--- src/rtl/path_dram_sequencer.sv ---
// path_dram_sequencer: walks one Path ORAM path (ORAML+1 buckets, BktBursts
// bursts each) and issues one DRAM command per burst. Writeback commands are
// throttled behind accepted write-data beats. Read and write beats are counted
// to decide completion, and protocol violations raise a sticky error flag.
//
// Build option: define PATHSEQ_LEAF_FIRST_WB_EN to walk writebacks leaf to root.
// Left undefined, writebacks use the same root-to-leaf order as reads.
//
// Handshakes: a path request transfers on a cycle where PathValid && PathReady.
// A command transfers on a cycle where DRAMCommandValid && DRAMCommandReady.
// Once DRAMCommandValid rises, it and DRAMAddress/DRAMCommand hold until that
// transfer. A write beat counts on a cycle where DRAMWriteDataValid &&
// DRAMWriteDataReady. Every cycle with DRAMReadDataValid high is one read beat.
module path_dram_sequencer #(
  parameter int ORAML       = 3,
  parameter int BktBursts   = 2,
  parameter int BurstStride = 8,
  parameter int DDRAWidth   = 28,
  parameter int DDRCWidth   = 3
) (
  input  logic                 Clock,
  input  logic                 Reset,
  input  logic                 DRAMInitComplete,
  input  logic                 PathWrite,
  input  logic [ORAML-1:0]     Leaf,
  input  logic                 PathValid,
  output logic                 PathReady,
  output logic                 PathDone,
  output logic [DDRAWidth-1:0] DRAMAddress,
  output logic [DDRCWidth-1:0] DRAMCommand,
  output logic                 DRAMCommandValid,
  input  logic                 DRAMCommandReady,
  input  logic                 DRAMReadDataValid,
  input  logic                 DRAMWriteDataValid,
  input  logic                 DRAMWriteDataReady,
  output logic                 ProtocolError,
  output logic [1:0]           DebugState
);

  localparam int N    = (ORAML + 1) * BktBursts;
  localparam int CW   = $clog2(N + 1);
  localparam int BS   = BktBursts * BurstStride;
  localparam int NatW = ORAML + 2 + $clog2(BS + 1);
  // Internal address is wide enough that the leaf-to-root halving step never
  // loses bits. The port only sees the low DDRAWidth bits.
  localparam int AW   = (NatW > DDRAWidth) ? NatW : DDRAWidth;
  localparam int BBW  = (BktBursts > 1) ? $clog2(BktBursts) : 1;

  localparam logic [CW-1:0]  NCnt      = CW'(N);
  localparam logic [CW-1:0]  NCntM1    = CW'(N - 1);
  localparam logic [AW-1:0]  BsA       = AW'(BS);
  localparam logic [AW-1:0]  StrideA   = AW'(BurstStride);
  localparam logic [BBW-1:0] LastBurst = BBW'(BktBursts - 1);

  typedef enum logic [1:0] {IDLE, ISSUE, DRAIN, DONE} state_t;

  state_t           state, stateNext;
  logic             wrReg, initQ, errReg, leafFirst, dirBit;
  logic [ORAML-1:0] leafSh;
  logic [AW-1:0]    levelBase, addrReg, stepBs, nextBase;
  logic [BBW-1:0]   burstIdx;
  logic [CW-1:0]    cmdCnt, rdCnt, wrCnt;
  logic             accept, cmdValid, cmdFire, wrBeat, rdBeat, errSet;

`ifdef PATHSEQ_LEAF_FIRST_WB_EN
  localparam logic [ORAML:0] LeafLvlOff = (ORAML + 1)'((1 << ORAML) - 1);

  // Base address of a bucket, built as a shift-add over the index bits.
  // This is evaluated only at path acceptance.
  function automatic logic [AW-1:0] bucketBase(input logic [ORAML:0] bucket);
    logic [AW-1:0] acc;
    acc = '0;
    for (int k = 0; k <= ORAML; k++) begin
      if (bucket[k]) acc = acc + (BsA << k);
    end
    return acc;
  endfunction

  assign leafFirst = wrReg;
`else
  assign leafFirst = 1'b0;
`endif

  assign accept    = (state == IDLE) && PathValid && PathReady;
  assign PathReady = (state == IDLE) && initQ;
  // In writeback, a command may issue only while registered beats lead commands.
  assign cmdValid  = (state == ISSUE) && (!wrReg || (wrCnt > cmdCnt));
  assign cmdFire   = cmdValid && DRAMCommandReady;
  assign wrBeat    = DRAMWriteDataValid && DRAMWriteDataReady;
  assign rdBeat    = DRAMReadDataValid;

  assign DRAMCommandValid = cmdValid;
  assign DRAMAddress      = addrReg[DDRAWidth-1:0];
  assign DRAMCommand      = wrReg ? DDRCWidth'(0) : DDRCWidth'(1);
  assign ProtocolError    = errReg;
  assign DebugState       = state;

  // Next bucket base without a multiplier. Let b be the current bucket.
  //   Towards the leaf: child = 2b + 1 + bit, so base' = 2*base + BS*(1+bit).
  //   Towards the root: parent = (b - 1 - bit)/2, so base' = (base - BS*(1+bit))/2.
  assign dirBit   = leafFirst ? leafSh[0] : leafSh[ORAML-1];
  assign stepBs   = dirBit ? (BsA << 1) : BsA;
  assign nextBase = leafFirst ? ((levelBase - stepBs) >> 1) : ((levelBase << 1) + stepBs);

  // Write throttle never blocks a read path.
  // Beats already counted on earlier cycles are what open the throttle.
  assign errSet = (rdBeat && (state == IDLE)) ||
                  (rdBeat && (state != IDLE) && (rdCnt == NCnt)) ||
                  (wrBeat && ((state == IDLE) ? !(accept && PathWrite) : (wrCnt == NCnt)));

  // State register.
  always_ff @(posedge Clock or negedge Reset) begin
    if (!Reset) state <= IDLE;
    else        state <= stateNext;
  end

  // Next-state logic and the completion pulse.
  always_comb begin
    stateNext = state;
    PathDone  = 1'b0;
    case (state)
      IDLE:  if (accept) stateNext = ISSUE;
      ISSUE: if (cmdFire && (cmdCnt == NCntM1)) stateNext = DRAIN;
      DRAIN: if (wrReg ? (wrCnt == NCnt) : (rdCnt == NCnt)) stateNext = DONE;
      DONE: begin
        PathDone  = 1'b1;
        stateNext = IDLE;
      end
      default: stateNext = IDLE;
    endcase
  end

  // Path walk: latch the request, then step burst and bucket addresses on each accepted command.
  always_ff @(posedge Clock or negedge Reset) begin
    if (!Reset) begin
      wrReg     <= 1'b0;
      leafSh    <= '0;
      levelBase <= '0;
      addrReg   <= '0;
      burstIdx  <= '0;
      cmdCnt    <= '0;
    end else if (accept) begin
      wrReg    <= PathWrite;
      leafSh   <= Leaf;
      burstIdx <= '0;
      cmdCnt   <= '0;
`ifdef PATHSEQ_LEAF_FIRST_WB_EN
      if (PathWrite) begin
        levelBase <= bucketBase({1'b0, Leaf} + LeafLvlOff);
        addrReg   <= bucketBase({1'b0, Leaf} + LeafLvlOff);
      end else begin
        levelBase <= '0;
        addrReg   <= '0;
      end
`else
      levelBase <= '0;
      addrReg   <= '0;
`endif
    end else if (cmdFire) begin
      cmdCnt <= cmdCnt + 1'b1;
      if (burstIdx == LastBurst) begin
        burstIdx  <= '0;
        levelBase <= nextBase;
        addrReg   <= nextBase;
        leafSh    <= leafFirst ? (leafSh >> 1) : (leafSh << 1);
      end else begin
        burstIdx <= burstIdx + 1'b1;
        addrReg  <= addrReg + StrideA;
      end
    end
  end

  // Beat counters (saturating at N), init synchroniser and sticky error flag.
  always_ff @(posedge Clock or negedge Reset) begin
    if (!Reset) begin
      rdCnt  <= '0;
      wrCnt  <= '0;
      initQ  <= 1'b0;
      errReg <= 1'b0;
    end else begin
      initQ <= DRAMInitComplete;
      if (errSet) errReg <= 1'b1;

      if (accept)                                      rdCnt <= '0;
      else if (rdBeat && (state != IDLE) && (rdCnt != NCnt)) rdCnt <= rdCnt + 1'b1;

      // A writeback beat on the accepting cycle is kept as the first count.
      if (accept)                                       wrCnt <= (PathWrite && wrBeat) ? CW'(1) : '0;
      else if (wrBeat && (state != IDLE) && (wrCnt != NCnt)) wrCnt <= wrCnt + 1'b1;
    end
  end

endmodule

--- config.mk ---
export PLATFORM = sky130hd
export DESIGN_NAME = path_dram_sequencer
export DESIGN_NICKNAME = d
export VERILOG_FILES = /design/src/rtl/path_dram_sequencer.sv
export SDC_FILE = /design/constraint.sdc
export NUM_CORES = 1
export LEC_CHECK = 0
export CORE_ASPECT_RATIO = 0.8
export CORE_MARGIN = 2
export CORE_UTILIZATION = 55
export CTS_CLUSTER_DIAMETER = 60
export CTS_CLUSTER_SIZE = 20
export DETAILED_ROUTE_END_ITERATION = 12
export GPL_ROUTABILITY_DRIVEN = 0
export PLACE_DENSITY = 0.79
export SYNTH_ARGS = -nofsm -noshare
export SYNTH_HDL_FRONTEND = slang
export SYNTH_SLANG_ARGS = --single-unit
--- constraint.sdc ---
create_clock -name Clock -period 4.1 [get_ports Clock]
set_input_delay 1.025 -clock Clock [delete_from_list [all_inputs] [get_ports Clock]]
set_output_delay 1.025 -clock Clock [all_outputs]
set_load 0.02 [all_outputs]
# Word level (Yosys, flattened, before mapping)
# Cells that the tools add are included.
# op_classes
n_addsub	6
n_lt_le_gt_ge	1
eq_ne	11
muxes	28
reduce_logical	29
# op_table
op	n
28-bit two-way mux	3
27-bit two-way mux	3
28-bit by 4-bit adder with 28-bit output, second input constant	1
28-bit by 6-bit adder with 28-bit output	1
4-bit two-way mux	6
1-bit logical AND	16
4-bit by 1-bit adder with 4-bit output, second input constant	3
2-bit nonzero test	5
3-bit two-way mux	3
4-bit == test, second input constant	2
1-bit two-way mux	8
4-bit inequality test, second input constant	2
2-bit case mux with 4 select lines	1
2-bit two-way mux	3
6-bit two-way mux	1
2-bit == test, second input constant	2
4-bit by 3-bit == test with 1-bit output, second input constant	1
4-bit greater-than comparator	1
2-bit inequality test, second input constant	2
1-bit logical OR	3
3-bit AND reduction	1
2-bit by 1-bit == test with 1-bit output, second input constant	1
1-bit zero test	2
2-bit zero test	1
3 further kinds	3
# word_totals
ff_bits	76
inputBits	12
output_inout_bits	37
elab_cells	86

# Longest topological paths before layout
# Gate-level depths: netlist of run 1.
# logic_depth
depth_word	8
ltp_mapped	11
mapped_depth_nobuf	8

# Worst setup path before layout of run 1
# No wires, ideal clock.
# synth_timing
path_kind	reg-to-output
start	register wrCnt[3]
end	output port DRAMCommandValid
arrival_time_ns	1.292
required_time_ns	3.075
path_slack_ns	1.783
stages_incl_launch_ff	5
path_cell_list	dfrtp_1 -> ha_1 -> nand2_1 -> or3_4 -> o211a_1
# synth_between
elab_chain_cells	3
# synth_lines
item	line	rtl
start: declaration	62	logic [CW-1:0] cmdCnt, rdCnt, wrCnt;
start signal: assignment	188	if (accept) wrCnt <= (PathWrite && wrBeat) ? CW'(1) : '0;
start signal: assignment	189	else if (wrBeat && (state != IDLE) && (wrCnt != NCnt)) wrCnt <= wrCnt + 1'b1;
4-bit greater-than comparator	87	assign cmdValid = (state == ISSUE) && (!wrReg || (wrCnt > cmdCnt));
1-bit logical OR	87	
1-bit logical AND	87	
end: declaration	31	output logic DRAMCommandValid,
# No other way between the ends.

# Final worst setup path of run 1
# layout_timing
start	register cmdCnt[1]
end	output port DRAMCommandValid
# layout_between
elab_chain_cells	3
# layout_lines
item	line	rtl
start: declaration	62	
start signal: assignment	160	cmdCnt <= cmdCnt + 1'b1;
4-bit greater-than comparator	87	
1-bit logical OR	87	
1-bit logical AND	87	
# No other way between the ends.

==> results of run 1 <==
routing by layer:
layer / global-route usage (%) / up-vias / share of wire [%] / wire length, um
met5: 0 / - / 0 / 0
met1: 38.41 / 1820 / 45 / 4885
li1: - / 1735 / - / -
met3: 7.149 / 11 / 7.2 / 776
met2: 45.36 / 161 / 46 / 5003
met4: 6.892 / 0 / 1.2 / 129
logic make-up (layout without fill, tap and decap cells):
logic type / after synthesis / in the layout
AO/OA/AOI/OAI: 118 / 118
XOR/XNOR: 29 / 29
adder cells (fa/ha/maj): 16 / 16
buffers and inverters: 45 / 83
flip-flops: 69 / 69
multiplexers: 7 / 7
other: 1 / 5
AND/OR/NAND/NOR: 177 / 177
worst register-to-register path, cell delays in order, from the launching register on:
cell      delay, ns
dfrtp_1        0.44
inv_1          0.09
ha_1           0.28
nand2_1        0.05
or3_4          0.34
o2111a_1       0.35
a21oi_2        0.86
o21ai_0        0.20
o2bb2a_2       0.29
power breakdown:
part           switching (W)  internal (W)
Combinational       0.000742      0.000529
Clock               0.000261      0.000294
Sequential          0.000222      0.000862
placed cells by master (no fill, tap or decap), drive strengths merged, types with 12 or more instances in the layout:
cell type	Yosys	layout
dfrtp	69	69
nand3	22	22
nor3	13	13
clkdlybuf4s50	0	42
nor2	45	45
inv	17	17
a22o	14	14
xnor2	20	20
o21ai	25	25
and3	12	12
nand2	50	50
ha	16	16
a21oi	30	30
worst paths after layout:
path                                     from                to  slack [ns]  cells after the start
worst max register to register       wrCnt[0]   DRAMAddress[21]        1.15                      8
max in group asynchronous               Reset     levelBase[26]        2.55                      2
worst min register to register  ProtocolError     ProtocolError        0.48                      2
min in group asynchronous               Reset          rdCnt[2]        0.77                      1
worst max-delay path                cmdCnt[1]  DRAMCommandValid        0.81                      6
worst min-delay path            ProtocolError     ProtocolError        0.48                      2
through the flow:
| step | setup WS [ns] | hold slack [ns] | cells |
|---|---|---|---|
| floorplan | 1.783 | 0.4538 | 466 |
| global placement | 0.9914 | 0.4622 | 578 |
| detailed placement | 0.9144 | 0.4638 | 578 |
| CTS | 0.7874 | 0.4847 | 594 |
| global route | 0.7238 | 0.5322 | 594 |
| finish | 0.8091 | 0.4802 | 594 |
layout make-up:
type / instances / area, um^2 / area share (%)
Multi-Input combinational cell: 352 / 2235 / 46.49
Sequential cell: 69 / 1727 / 35.92
Timing Repair Buffer: 50 / 478.0 / 9.943
Clock buffer: 11 / 141.4 / 2.941
Tap cell: 90 / 112.6 / 2.343
Inverter: 17 / 63.81 / 1.327
Clock inverter: 5 / 50.05 / 1.041
sequential cells by signal (all words and copies together) (netlist names):
register / cells
DRAMAddress: 25
levelBase: 23
cmdCnt: 4
rdCnt: 4
wrCnt: 4
leafSh: 3
DebugState: 2
ProtocolError: 1
burstIdx: 1
initQ: 1
wrReg: 1
==> summary.md, run 1 <==
| Metric | Value |
|---|---|
| Crit path max fanout | 4 |
| Synth Area in Simple Gates | 21.50% |
| Number of setup buffers added after CTS | 0 |
| Mean Syn Cell Area | 9.008 um^2 |
| Root Driver | clkbuf_8 |
| Proportion of synthesized area in mux cells | 1.744% |
| WP data required | 3.07 ns |
| Status | finished, final reports clean |
| Mapped Area | 0.004161 mm^2 |
| Clk pin slew, worst setup/hold paths | 0.07 ns |
| # hold bufs at CTS | 0 |
| Die height | 81.80 um |
| # DRC | 0 |
| IO Count | 49 |
| Die ar. | 0.008282 mm^2 |
| DRT iter0 DRCs | 271 |
| Final Setup Violations | 0 |
| Most numerous cell in the Yosys netlist | dfrtp_1 |
| Final wirelength | 10790 um |
| CP max stage cell | clkdlybuf4s50_1 |
| Buffers on Ports | 43 |
| Setup TNS Final | 0 ns |
| Total GRT Usage | 28.15% |
| Final core utilization | 65.34% |
| Slew @ Worst Pin | 1.017 ns |
| Top FF cell, synth | dfrtp_1 |
| Max_slew headroom | 32.20% |
| Vias in the first global route | 3517 |
| H-tree depth | 3 |
| Pwr per Cell Area | 605.4 mW/mm^2 |
| Leakage | 2.073 nW |
| Post-synth EDFFs | 0 |
| Standard-cell rows | 28 |
| Largest family of logic cells by synthesized area | simple AND/OR/NAND/NOR gates |
| Pin count of the biggest net entering global routing | 37 |
| Synth top area cells | dfrtp_1, ha_1, nand2_1 |
| TritonCTS Buffers | 9 |
| Layout overhead on the synthesized area | 15.51% |
| Clock sink total | 69 |
| Critical path's top delay family | buffers and inverters |
| Unrepaired setup endpoints after global routing | false |
| Final hold viol count | 0 |
| CTS tree | yes |
| Die width | 101.3 um |
| Final Cycle Share | 80.27% |
| List of most frequent post-synthesis cells | dfrtp_1, nand2_1, nor2_1 |
| Core area | 0.007357 mm^2 |
| Ys Warns | 0 |
| First-pass GRT wire length | 17820 um |
| Crit-path cells | inv_1 > ha_1 > nand2b_1 > a21oi_1 > o211a_1 > clkdlybuf4s50_1 |
| Clock skew | 0.01318 ns |
| Share of the synthesized area in the top cell type | 41.49% |
| Cts repair resizes | 0 |
| Pwr Total | 0.002910 W |
| Yosys cell types | 57 |
| Post-synthesis cell count | 462 |
| Max_cap viols | 0 |
| Tmin final | 3.291 ns |
| Compound-Gate Fraction of Synth Area | 18.94% |
| Via Count | 3727 |
| Final Max Slew Viols | 0 |
| HP Class | flop to flop |
| FFs w/ async S/R, synth | 100.0% |
| 1st-pass router iterations | 5 |
| Starting density of the core | 56.56% |
| Xor-xnor portion of the synthesized cell area | 6.103% |
| DP HPWL | 7586 um |
| CP Capture Type | output pin |
| Startpoint Class | flop |
| Antenna Diode Count | 0 |
| Yosys reg bits | 69 |
| Adder-cell share of the synthesized area | 4.811% |
| Initial antenna violation count | 0 |
| Cell area after layout | 0.004807 mm^2 |
| Fill cells | 622 |
| Max rail drop VDD | 0.0003267 V |
| CP Class | flop to output pin |
| Post-DP Area | 0.004616 mm^2 |
| Worst-skew pair later-pin latency | 0.35 ns |
| Maximum clock frequency | 303.9 MHz |
| Sequential area share after synthesis | 41.49% |
| Routed WL per cell | 18.17 um |
| Slowest stage delay, CP | 0.59 ns |
| Clock Tree Buf Depth | 2 |
| Vias per inst | 6.274 |
| Top cell type by total area after synthesis | dfrtp_1 |
| Nets@finish | 527 |
| Gr ovfl total | 0 |
| Post-route ant nets | 0 |
| CP arrival | 2.27 ns |
| Critical path buffers and inverters | 2 |
| Layout cells sized above 1 | 7.738% |
Power figures use the tool's default switching activity.
==> run 2: changes to the inputs <==
CORE_UTILIZATION = 51   (was 55)
PLACE_DENSITY = 0.77   (was 0.79)
clock period = 3 ns   (was 4.1 ns; I/O delays follow)
==> summary.md, run 2 (synthesis gave the netlist of run 1 again) <==
| Metric | Value |
|---|---|
| Slew @ Worst Pin | 0.9999 ns |
| Clock skew | 0.009325 ns |
| R2R setup slack | 0.22 ns |
| Clock sink total | 69 |
| Max rail drop VDD | 0.0005086 V |
| Final Setup Violations | 0 |
| Pin count of the biggest net entering global routing | 43 |
| Status | finished, final reports clean |
| CTS tree | yes |
| Final Cycle Share | 92.74% |
| Worst-skew pair later-pin latency | 0.35 ns |
| Worst-case hold slack | 0.4192 ns |
| Clock Tree Buf Depth | 2 |
| Vias per inst | 5.980 |
| Die ar. | 0.008903 mm^2 |
| Final wirelength | 10480 um |
| Standard-cell rows | 29 |
| Pwr per Cell Area | 816.1 mW/mm^2 |
| Setup TNS Final | 0 ns |
| H-tree depth | 3 |
| Slowest stage delay, CP | 0.79 ns |
| Starting density of the core | 52.61% |
| Final hold viol count | 0 |
| Unrepaired setup endpoints after global routing | false |
| Buffers on Ports | 43 |
| Crit-path cells | inv_1 > ha_1 > nand2_1 > or3_4 > o2111a_1 > a21oi_2 > o21ai_0 > o2bb2a_2 |
| Max_slew headroom | 33.34% |
| Vias in the first global route | 3475 |
| # DRC | 0 |
| Most frequent cells in the layout | dfrtp_1, nand2_1, nor2_1 |
| Layout overhead on the synthesized area | 17.08% |
| WP data required | 3.29 ns |
| TritonCTS Buffers | 9 |
| HP Class | primary input to async pin |
| Routed WL per cell | 17.03 um |
| Post-route ant nets | 0 |
| Die height | 84.80 um |
| CP arrival | 3.07 ns |
| Critical path buffers and inverters | 1 |
| Nets@finish | 530 |
| Max_cap viols | 0 |
| Clk pin slew, worst setup/hold paths | 0.08 ns |
| Die width | 105.0 um |
| Layout cells sized above 1 | 8.284% |
| Via Count | 3678 |
| CP max stage cell | a21oi_2 |
| Number of setup buffers added after CTS | 0 |
| Startpoint Class | flop |
| Tmin final | 2.782 ns |
| Initial antenna violation count | 0 |
| Crit path max fanout | 22 |
| Final core utilization | 61.59% |
| DRT iter0 DRCs | 269 |
| Leakage | 2.102 nW |
| Fill cells | 723 |
| Antenna Diode Count | 0 |
| Gr ovfl total | 0 |
| Maximum clock frequency | 359.4 MHz |
| Total GRT Usage | 24.94% |
| 1st-pass router iterations | 5 |
| CP Capture Type | flop |
| DP HPWL | 7482 um |
| Root Driver | clkbuf_8 |
| Max reg flops | 25 |
| Most common cell after layout, fill and taps aside | dfrtp_1 |
| IO Count | 49 |
| Critical path's top delay family | compound AO/OA/AOI/OAI gates |
| Core area | 0.007910 mm^2 |
| First-pass GRT wire length | 17480 um |
| CP Class | flop to flop |
| # hold bufs at CTS | 0 |
| Final Max Slew Viols | 0 |
[run 2: changes by cell type in the layout (fill, tap and decap cells not counted)]
cell             delta
clkinv_2            -2
buf_4               +2
buf_12              +1
clkbuf_1            +1
dlymetal6s2s_1      +1
a21oi_2             +1
clkinvlp_4          +1
clkdlybuf4s50_1     -1
a21oi_1             -1
[run 2: area by class of cell]
type	count	area, um^2	area share [%]
clock buffers	12	145.1	2.979
flip-flops and latches	69	1727	35.44
multi-input cells	352	2238	45.94
repair buffers	53	515.5	10.58
well taps	108	135.1	2.774
clock inverters	4	47.55	0.9759
inverters	17	63.81	1.310
[run 2: worst paths after layout]
path | startpoint | cells after the start | endpoint
worst max register to register | cmdCnt[2] | 8 | DRAMAddress[21]
worst min register to register | ProtocolError | 2 | ProtocolError
worst max-delay path | cmdCnt[2] | 8 | DRAMAddress[21]
max in group asynchronous | Reset | 2 | levelBase[26]
worst min-delay path | Reset | 1 | DRAMAddress[5]
min in group Clock | ProtocolError | 2 | ProtocolError
[run 2: repair_timing]
action | 4_1_cts | 5_1_grt
setup endpoints to repair | 0 | 1
gates resized for setup | 0 | 2
endpoints found under the hold margin | 0 | 0
[run 2: per-stage QoR]
step                      std cells  setup slack (ns)  total power, W  cell area (um^2)
after detailed placement        599            0.2396        0.003206              4673
after global placement          599            0.3350        0.003139              4673
final                           615            0.2177        0.003976              4872
after floorplan                 466            0.8969        0.002615              4177
after CTS                       615           0.01015        0.003974              4866
after global routing            615           0.04190        0.004256              4872
[run 2: power breakdown]
group	leakage, nW	switching [W]	internal (W)
clock	0.0964	0.000352	0.000405
combinational	1.12	0.000975	0.000741
sequential	0.891	0.000325	0.00118
total	2.10	0.00165	0.00232
[run 2: routing by layer]
| metal | GRT usage (%) | vias to the layer above | part of all wire, % |
|---|---|---|---|
| li1 | - | 1742 | - |
| met1 | 36.29 | 1762 | 46 |
| met2 | 37.54 | 158 | 45 |
| met3 | 5.435 | 16 | 7.6 |
| met4 | 7.394 | 0 | 1.5 |
| met5 | 0 | - | 0 |
==> run 3: changes to the inputs <==
CORE_MARGIN = default   (was 2)
==> summary.md, run 3 (synthesis gave the netlist of run 1 again) <==
| Metric | Value |
|---|---|
| Standard-cell rows | 29 |
| Post-DP Area | 0.004688 mm^2 |
| First-pass GRT wire length | 17350 um |
| Unrepaired setup endpoints after global routing | false |
| WP data required | 3.30 ns |
| Worst R2R Start | cmdCnt[2] |
| Layout cells sized above 1 | 9.037% |
| Antenna Diode Count | 0 |
| Die height | 82.80 um |
| Pin count of the biggest net entering global routing | 70 |
| HP Class | primary input to async pin |
| # DRC | 0 |
| Max reg flops | 25 |
| Clk pin slew, worst setup/hold paths | 0.08 ns |
| IO Count | 49 |
| Reg2reg end | DRAMAddress[21] |
| Pwr per Cell Area | 823.6 mW/mm^2 |
| Final Cycle Share | 92.79% |
| Post-route ant nets | 0 |
| Most common cell after layout, fill and taps aside | dfrtp_1 |
| Critical path buffers and inverters | 1 |
| CP Capture Type | flop |
| Initial antenna violation count | 0 |
| Status | finished, final reports clean |
| Leakage | 2.115 nW |
| Setup TNS Final | 0 ns |
| Final wirelength | 10470 um |
| Layout overhead on the synthesized area | 17.83% |
| H-tree depth | 3 |
| Final Max Slew Viols | 0 |
| Starting density of the core | 52.61% |
| CP max stage cell | a21oi_2 |
| Worst-skew pair later-pin latency | 0.35 ns |
| Vias in the first global route | 3517 |
| Startpoint Class | flop |
| Gr ovfl total | 0 |
| DRT iter0 DRCs | 253 |
| CTS tree | yes |
| Fill cells | 666 |
| CP arrival | 3.08 ns |
| Maximum clock frequency | 359.2 MHz |
| Routed WL per cell | 16.97 um |
| Clock Tree Buf Depth | 2 |
| Reg2Reg Depth | 8 |
| Final hold viol count | 0 |
| Max_slew headroom | 32.20% |
| Most frequent cells in the layout | dfrtp_1, nand2_1, nor2_1 |
| Clock sink total | 69 |
| Final Setup Violations | 0 |
| Die ar. | 0.008527 mm^2 |
| Number of setup buffers added after CTS | 0 |
| Via Count | 3729 |
| DP HPWL | 7437 um |
| Cell area after layout | 0.004903 mm^2 |
| Crit path max fanout | 22 |
| Max rail drop VDD | 0.0004457 V |
| Buffers on Ports | 43 |
| Tmin final | 2.784 ns |
| Worst-case hold slack | 0.3999 ns |
| Critical path's top delay family | compound AO/OA/AOI/OAI gates |
| 1st-pass router iterations | 6 |
| Root Driver | clkbuf_8 |
| Clock skew | 0.01122 ns |
| Vias per inst | 6.044 |
| Core area | 0.007910 mm^2 |
| Die width | 103.0 um |
| Crit-path cells | inv_1 > ha_1 > nand2_1 > or3_4 > o2111a_1 > a21oi_2 > o21ai_0 > o2bb2a_2 |
| Nets@finish | 532 |
| Slowest stage delay, CP | 0.80 ns |
| TritonCTS Buffers | 9 |
| Total GRT Usage | 27.17% |
| CP Class | flop to flop |
| Slew @ Worst Pin | 1.017 ns |
| Max_cap viols | 0 |
| R2R setup slack | 0.22 ns |
run 3: area by class of cell:
type / count / area, um^2 / area share (%)
Inverter: 17 / 63.81 / 1.301
Tap cell: 108 / 135.1 / 2.756
Clock inverter: 6 / 71.32 / 1.454
Clock buffer: 10 / 137.6 / 2.807
Sequential cell: 69 / 1727 / 35.21
Timing Repair Buffer: 55 / 530.5 / 10.82
Multi-Input combinational cell: 352 / 2238 / 45.65
run 3: power by group:
part           switching, W  internal [W]
Combinational      0.000979      0.000754
Sequential         0.000330       0.00118
Clock              0.000387      0.000412
Total               0.00170       0.00234
run 3: what timing repair did:
action / CTS / global route
resized for setup: 0 / 2
hold buffers: 0 / 0
endpoints found under the setup margin: 0 / 1
run 3: how the worst max path moves through the flow:
stage	startpoint	end	slack, ns	cells past startpoint
after floorplan	wrCnt[3]	DRAMAddress[18]	0.90	10
after global placement	DRAMCommandReady	DRAMAddress[21]	0.28	5
after detailed placement	DRAMCommandReady	DRAMAddress[21]	0.25	5
after CTS	wrCnt[1]	DRAMCommandValid	0.02	5
after global routing	cmdCnt[2]	DRAMAddress[21]	0.03	8
final	cmdCnt[2]	DRAMAddress[21]	0.22	8
run 3: metal layers:
metal  share of wire [%]  vias to the layer above  global-route usage (%)  routed length [um]
li1                    -                     1743                       -                   -
met1                  46                     1804                   37.63                4769
met2                  45                      157                   41.67                4704
met3                 7.3                       25                   5.025                 764
met4                 2.2                        0                   12.11                 232
met5                   0                        -                       0                   0
run 3: through the flow:
| stage | power, W | util, % | worst slack [ns] | cells |
|---|---|---|---|---|
| finish | 0.004038 | 61.99 | 0.2163 | 617 |
| CTS | 0.004029 | 61.91 | 0.01595 | 617 |
| global route | 0.004331 | 61.99 | 0.02649 | 617 |
| detailed placement | 0.003221 | 59.27 | 0.2498 | 601 |
| floorplan | 0.002615 | - | 0.8969 | 466 |
| global placement | 0.003147 | 59.27 | 0.2821 | 601 |
